[src/rtl/sr_fetch.sv]
// sr_fetch: multi-cycle instruction fetch and PC sequencing with variable-latency memory
module sr_fetch #(
    parameter logic [31:0] RESET_VECTOR = 32'h0000_0000,
    parameter bit          CHECK_ALIGN  = 1'b1
) (
    input  logic        clk,
    input  logic        rst,
    output logic        imReq,
    output logic [31:0] imAddr,
    input  logic [31:0] imRdata,
    input  logic        imValid,
    output logic [31:0] instr,
    output logic        instrValid,
    input  logic        stall,
    input  logic [1:0]  pcSrc,
    input  logic [31:0] immB,
    input  logic [31:0] immJ,
    input  logic [31:0] immI,
    input  logic [31:0] rd1,
    output logic [31:0] pc,
    output logic [31:0] pcPlus4,
    output logic [31:0] instret,
    output logic        fault,
    output logic [31:0] faultPc
);
    typedef enum logic [1:0] {FETCH, EXEC, FAULT} state_t;
    state_t      state_q, state_d;
    logic [31:0] pc_q, pc_d, instr_q, instr_d, instret_q, instret_d, fpc_q, fpc_d;
    logic        fault_q, fault_d;
    logic [31:0] target;
    logic        misaligned;
    always_ff @(posedge clk) begin
        if (rst) begin
            state_q   <= FETCH;
            pc_q      <= RESET_VECTOR;
            instr_q   <= 32'h0000_0013;
            instret_q <= '0;
            fault_q   <= 1'b0;
            fpc_q     <= '0;
        end else begin
            state_q   <= state_d;
            pc_q      <= pc_d;
            instr_q   <= instr_d;
            instret_q <= instret_d;
            fault_q   <= fault_d;
            fpc_q     <= fpc_d;
        end
    end
    always_comb begin
        target = pcSrc == 2'd0 ? pc_q + 32'd4 :
                 pcSrc == 2'd1 ? pc_q + immB :
                 pcSrc == 2'd2 ? pc_q + immJ : (rd1 + immI) & ~32'h1;
        misaligned = CHECK_ALIGN && target[1:0] != 2'b00;
        state_d   = state_q;
        pc_d      = pc_q;
        instr_d   = instr_q;
        instret_d = instret_q;
        fault_d   = fault_q;
        fpc_d     = fpc_q;
        case (state_q)
            FETCH: if (imValid) begin
                instr_d = imRdata;
                state_d = EXEC;
            end
            EXEC: if (!stall) begin
                // a faulting jump leaves pc/instret untouched so faultPc pairs with pc
                if (misaligned) begin
                    fault_d = 1'b1;
                    fpc_d   = target;
                    state_d = FAULT;
                end else begin
                    pc_d      = {target[31:2], 2'b00};
                    instret_d = instret_q + 32'd1;
                    state_d   = FETCH;
                end
            end
            default: ;
        endcase
    end
    always_comb begin
        imReq      = !rst && state_q == FETCH;
        instrValid = !rst && state_q == EXEC;
        imAddr     = pc_q;
        instr      = instr_q;
        pc         = pc_q;
        pcPlus4    = pc_q + 32'd4;
        instret    = instret_q;
        fault      = fault_q;
        faultPc    = fpc_q;
    end
endmodule
[config.mk]
export PLATFORM = sky130hd
export DESIGN_NAME = sr_fetch
export DESIGN_NICKNAME = d
export VERILOG_FILES = /design/src/rtl/sr_fetch.sv
export SDC_FILE = /design/constraint.sdc
export NUM_CORES = 1
export LEC_CHECK = 0
export CORE_MARGIN = 3
export CORE_UTILIZATION = 44
export CTS_CLUSTER_SIZE = 24
export DETAILED_ROUTE_END_ITERATION = 6
export PLACE_DENSITY = 0.76
export SLEW_MARGIN = 25
export SYNTH_ARGS = -nofsm -noshare
export SYNTH_HDL_FRONTEND = slang
export SYNTH_SLANG_ARGS = --single-unit
export TNS_END_PERCENT = 5
[constraint.sdc]
create_clock -name clk -period 8.35 [get_ports clk]
set_input_delay 2.0875 -clock clk [delete_from_list [all_inputs] [get_ports clk]]
set_output_delay 2.0875 -clock clk [all_outputs]
set_load 0.005 [all_outputs]
==> results of run 1 <==
-- worst max-delay path, stage by stage, from the launching register on --
cell,delay [ns]
dfxtp_1,0.65
and4_1,0.37
nand4_1,0.31
nor2_1,0.54
nand2_1,0.13
xnor2_1,0.35
clkdlybuf4s50_1,0.59
-- Yosys cell counts (9+ instances only) --
library cell | count | area (µm²)
a211oi_1 | 32 | 240.2
a21o_1 | 34 | 255.2
a21oi_1 | 160 | 800.8
a31oi_1 | 15 | 93.84
and2_1 | 13 | 81.33
and3_1 | 30 | 187.7
and4_1 | 11 | 96.34
buf_4 | 36 | 270.3
clkbuf_1 | 64 | 240.2
dfxtp_1 | 129 | 2582
ha_1 | 90 | 1126
inv_1 | 32 | 120.1
mux2i_1 | 14 | 140.1
nand2_1 | 212 | 795.8
nand3_1 | 54 | 270.3
nand3b_1 | 37 | 277.8
nand4_1 | 19 | 118.9
nor2_1 | 119 | 446.7
nor3_1 | 24 | 120.1
nor4_1 | 9 | 56.30
o211ai_1 | 18 | 135.1
o21a_1 | 12 | 90.09
o21ai_0 | 75 | 375.4
o21bai_1 | 10 | 75.07
o22ai_1 | 10 | 62.56
o31ai_1 | 21 | 157.7
o41ai_1 | 9 | 78.83
or2_2 | 9 | 56.30
or3_1 | 16 | 100.1
xnor2_1 | 78 | 683.2
xor2_1 | 30 | 262.8
-- worst paths after layout --
kind	end	slack, ns	cells past startpoint
worst max register to register	imAddr[30]	4.79	9
worst max-delay path	pcPlus4[29]	2.90	6
worst min-delay path	instr[10]	0.45	2
worst min register to register	instr[10]	0.45	2
-- through the flow --
stage,total power [W],hold slack (ns)
floorplan,0.001023,0.4527
global placement,0.001283,0.4403
detailed placement,0.001288,0.4469
CTS,0.002055,0.4547
global route,0.002147,0.4764
finish,0.002060,0.4547
-- registers in the layout (all words and copies together), names as in the netlist --
register,flops
faultPc,32
instr,32
instret,32
imAddr,30
state_q,2
fault,1
-- power breakdown --
part / switching [W] / internal (W) / total (W)
sequential: 0.0000302 / 0.000639 / 0.000669
combinational: 0.000334 / 0.000287 / 0.000621
clock: 0.000315 / 0.000455 / 0.000770
-- final cells by class --
class | instances | area share [%]
Inverter | 32 | 0.7663
Tap cell | 330 | 2.634
Multi-Input combinational cell | 1278 | 53.17
Clock buffer | 17 | 2.714
Sequential cell | 129 | 16.48
Timing Repair Buffer | 363 | 23.02
Clock inverter | 15 | 1.213
-- cells by family (layout without fill, tap and decap cells) --
group	count (synthesis)	in the layout	share of synthesized area, %
AND/OR/NAND/NOR	587	587	25.02
XOR/XNOR	108	108	8.186
flip-flops	129	129	22.35
buffers and inverters	139	427	5.793
AO/OA/AOI/OAI	462	462	25.67
multiplexers	22	22	2.675
adder cells (fa/ha/maj)	93	93	10.27
other	1	6	0.03245
-- per-layer routing --
| metal | global-route usage, % | up-vias | wire length, µm |
|---|---|---|---|
| li1 | - | 6191 | - |
| met1 | 40.59 | 6211 | 19190 |
| met2 | 50.69 | 669 | 20940 |
| met3 | 5.799 | 51 | 4322 |
| met4 | 6.261 | 0 | 737 |
| met5 | 0 | - | 0 |
==> results_dict.tcl, run 1 <==
set metrics [dict create \
    outcome "finished, final reports clean" \
    syn_area_um2 11550 \
    initial_core_util_pct 45.36 \
    design_area_um2 15670 \
    core_um2 25470 \
    preCtsSetupSlack_ns 2.682 \
    wl_per_cell_um 20.88 \
    final_max_slew_viol_count 0 \
    fmax_ghz 0.1833 \
    clk_latency_ns 0.41 \
    maxCapViolCount 0 \
    postRouteAntennaNets 0 \
    cp-start-kind "flop" \
    cp_max_fo 10 \
    cts_buffer_depth 2 \
    wl_mm 45.19 \
    synth_ff_type "dfxtp_1" \
    avgSynthCellArea_um2 7.498 \
    leakage_nw 6.050 \
    worstHoldStart "instr[10]" \
    ys_seq_elements 129 \
    worstPathRequired_ns 6.26 \
    grt_max_degree 77 \
    first_pass_iters 7 \
    die_area_um2 28240 \
    vdd_drop_max_mv 0.1141 \
    globalplace.congestion 0.9734 \
    drtIter0Drc 1175 \
    multi_input_area_um2 8334 \
    fp.dieW_um 168.1 \
    cp-startpoint "imAddr[9]" \
    grt_pass1_wl_mm 68.73 \
    ys_seq_area_share_pct 22.35 \
    cts_tree "built" \
    drive_gt1_share_pct 4.362 \
    ios 361 \
    path_class "flop to output pin" \
    postCtsSetupBuffers 0 \
    fin_tns_setup_ns 0 \
    cts_buffers 17 \
    place_hpwl_mm 36.00 \
    setup_viol 0 \
    layout.cells.most_common_list "353 x clkdlybuf4s50_1, 211 x nand2_1, 160 x a21oi_1" \
    layout.nets 2080 \
    clock_skew_ns 0.01394 \
    viasPerCell 6.064 \
    io_buffers 354 \
    rows 58 \
    ys_warn_count 0 \
    antenna_cells 0 \
    htreeDepth 4 \
    dpl.cell_count 2132 \
    postCtsHoldBufs 0 \
    dieHeight_um 168.1 \
    antenna_found_initial 0 \
    layoutNonFillerInstCount 2164 \
    path_clk_slew_ns 0.07 \
    worstHoldPathType "flop to flop" \
    p_per_area_nw_per_um2 131.4 \
    cts-root-buf "clkbuf_16" \
    cts_resized 0 \
    ff_latch_area_um2 2582 \
    first_global_vias 12415 \
    fin_ws_ns 2.895 \
    finalHoldViolations 0 \
    rsz0062_at_grt "false" \
    drc 0 \
    gr-total-overflow 0 \
    synth_edf_count 0 \
    synth_cell_types 76 \
    fillers 2274 \
    grt_usage_pct 30.20 \
    utilization_pct 61.53 \
    syn_inst 1541 \
    vias 13122 \
    endpoint_kind "output pin" \
    dpl_cell_area_um2 15060 \
    clock-sinks 129 \
    layout-area-overhead-vs-synth_pct 35.65 \
    final_common_cell "clkdlybuf4s50_1" \
    worst_pin_slew_ns 1.057 \
    period_share_pct 65.33 \
    arrival_ns 3.37 \
    r2r-start "imAddr[11]" \
    async_flop_share_pct 0 \
    relSlewSlack_pct 29.33 \
    min_period_ns 5.455 \
]
Note: power is estimated with default switching activity, not from simulation.
==> run 2, diff against run 1 <==
clock period = 5.1 ns   (was 8.35 ns; I/O delays follow)
==> run 2 against run 1 <==
Against the previous run:
- register-to-register slack worse by 3.3 ns
- via count grew 1.2%
- clock skew decreased by 0.0048 ns
- largest power group unchanged
- power rose by 62%
- utilization grew 0.42 points
- clock power rose by 57%
- combinational power grew 69%
- sequential share of layout area decreased by 0.11 points
- final cell count is 0.88% higher
- sequential power up 61%
==> results_dict.tcl, run 2 (synthesis results as in run 1) <==
set metrics [dict create \
    drtIter0Drc 1254 \
    postCtsHoldBufs 0 \
    holdWs_ns 0.4528 \
    viasPerCell 6.082 \
    critPathSlowestCell "dfxtp_1" \
    layout.nets 2099 \
    cts_resized 0 \
    postRouteAntennaNets 0 \
    cp-start-kind "flop" \
    place_hpwl_mm 37.06 \
    dieHeight_um 168.1 \
    outcome "finished, final reports clean" \
    antenna_cells 0 \
    globalplace.congestion 0.9268 \
    period_share_pct 89.64 \
    layoutNonFillerInstCount 2183 \
    clock-sinks 129 \
    fin_tns_setup_ns 0 \
    wl_per_cell_um 21.39 \
    initial_core_util_pct 45.36 \
    drc 0 \
    final_max_slew_viol_count 0 \
    grt_max_degree 90 \
    rows 58 \
    clk_latency_ns 0.42 \
    fmax_ghz 0.2187 \
    cp_max_fo 10 \
    core_um2 25470 \
    p_per_area_nw_per_um2 211.4 \
    htreeDepth 4 \
    first_global_vias 12711 \
    cts_buffers 17 \
    fp.dieW_um 168.1 \
    layout-area-overhead-vs-synth_pct 36.58 \
    finalHoldViolations 0 \
    endpoint_kind "output pin" \
    cp_slowest_stage_delay_ns 0.60 \
    gr-total-overflow 0 \
    grt_pass1_wl_mm 70.86 \
    worstHoldPathType "flop to flop" \
    design_area_um2 15780 \
    rsz0062_at_grt "false" \
    arrival_ns 3.30 \
    setup_viol 0 \
    clock_skew_ns 0.009162 \
    crit_path_cell_trace "and4_1 -> nand4_1 -> nor2_1 -> nand2_1 -> xnor2_1 -> clkdlybuf4s50_1" \
    path_class "flop to output pin" \
    vias 13277 \
    postCtsSetupBuffers 0 \
    first_pass_iters 5 \
    final_common_cell "clkdlybuf4s50_1" \
    worstPathRequired_ns 3.83 \
    drive_gt1_share_pct 5.181 \
    fillers 2328 \
    antenna_found_initial 1 \
    vdd_drop_max_mv 0.2155 \
    cts_tree "built" \
    grt_usage_pct 31.34 \
    relSlewSlack_pct 41.46 \
    die_area_um2 28240 \
    min_period_ns 4.572 \
    dpl_cell_area_um2 15200 \
    maxCapViolCount 0 \
    cts-root-buf "clkbuf_16" \
    wl_mm 46.70 \
    critPathTopFamily "simple AND/OR/NAND/NOR gates" \
    leakage_nw 6.132 \
    path_clk_slew_ns 0.06 \
    cts_buffer_depth 2 \
    ios 361 \
    rrSetupSlack_ns 1.51 \
    worst_pin_slew_ns 0.8782 \
    dpl.cell_count 2151 \
    layout.cells.most_common_list "353 x clkdlybuf4s50_1, 211 x nand2_1, 160 x a21oi_1" \
    io_buffers 354 \
    cp.buffers_inverters 1 \
]
run 2: changes by cell type in the layout (fill, tap and decap cells not counted), sizes merged:
cell	change
clkinv	+1
inv	-5
buf	+19
clkbuf	+4
run 2: area by class of cell:
type / instances / area, µm² / share of cell area [%]
multi-input combinational: 1278 / 8334 / 52.81
tap: 330 / 412.9 / 2.616
sequential: 129 / 2582 / 16.36
timing repair buffer: 382 / 3751 / 23.77
clock inverter: 11 / 130.1 / 0.8245
inverter: 32 / 120.1 / 0.7611
clock buffer: 21 / 450.4 / 2.854
run 2: worst paths after layout:
| kind | startpoint | end | cells past startpoint |
|---|---|---|---|
| hold / removal | instr[29] | instr[29] | 2 |
| setup / recovery | imAddr[3] | pcPlus4[29] | 6 |
| setup reg to reg | imAddr[3] | imAddr[29] | 9 |
| hold reg to reg | instr[29] | instr[29] | 2 |
run 2: power by group:
group          leakage, nW  switching (W)  internal, W
Sequential            1.05      0.0000372      0.00105
Clock                0.282       0.000470     0.000737
Combinational         4.80       0.000567     0.000478
run 2: stage by stage:
| stage | setup WS (ns) | power (W) | utilization [%] |
|---|---|---|---|
| 2_1_floorplan | 1.184 | 0.001675 | - |
| 3_3_place_gp | 0.4425 | 0.002113 | 59.66 |
| 3_5_place_dp | 0.3552 | 0.002123 | 59.68 |
| 4_1_cts | 0.5752 | 0.003329 | 61.96 |
| 5_1_grt | 0.3790 | 0.003480 | 61.96 |
| 6_report | 0.5284 | 0.003337 | 61.96 |
run 2: worst register-to-register path: cells and delay by family, from the launching register on:
| kind | cells | cell delay (ns) |
|---|---|---|
| muxes | 1 | 0.16 |
| AOI/OAI and AO/OA | 6 | 1.90 |
| DFF | 1 | 0.60 |
| adders and majority gates | 1 | 0.33 |
| and+or+nand+nor | 1 | 0.49 |
run 2: layer usage:
layer / share of wire (%) / vias up / GRT usage [%]
li1: - / 6208 / -
met1: 42 / 6286 / 41.27
met2: 46 / 720 / 51.71
met3: 9.9 / 61 / 7.373
met4: 2.2 / 2 / 8.360
met5: 0.041 / - / 0
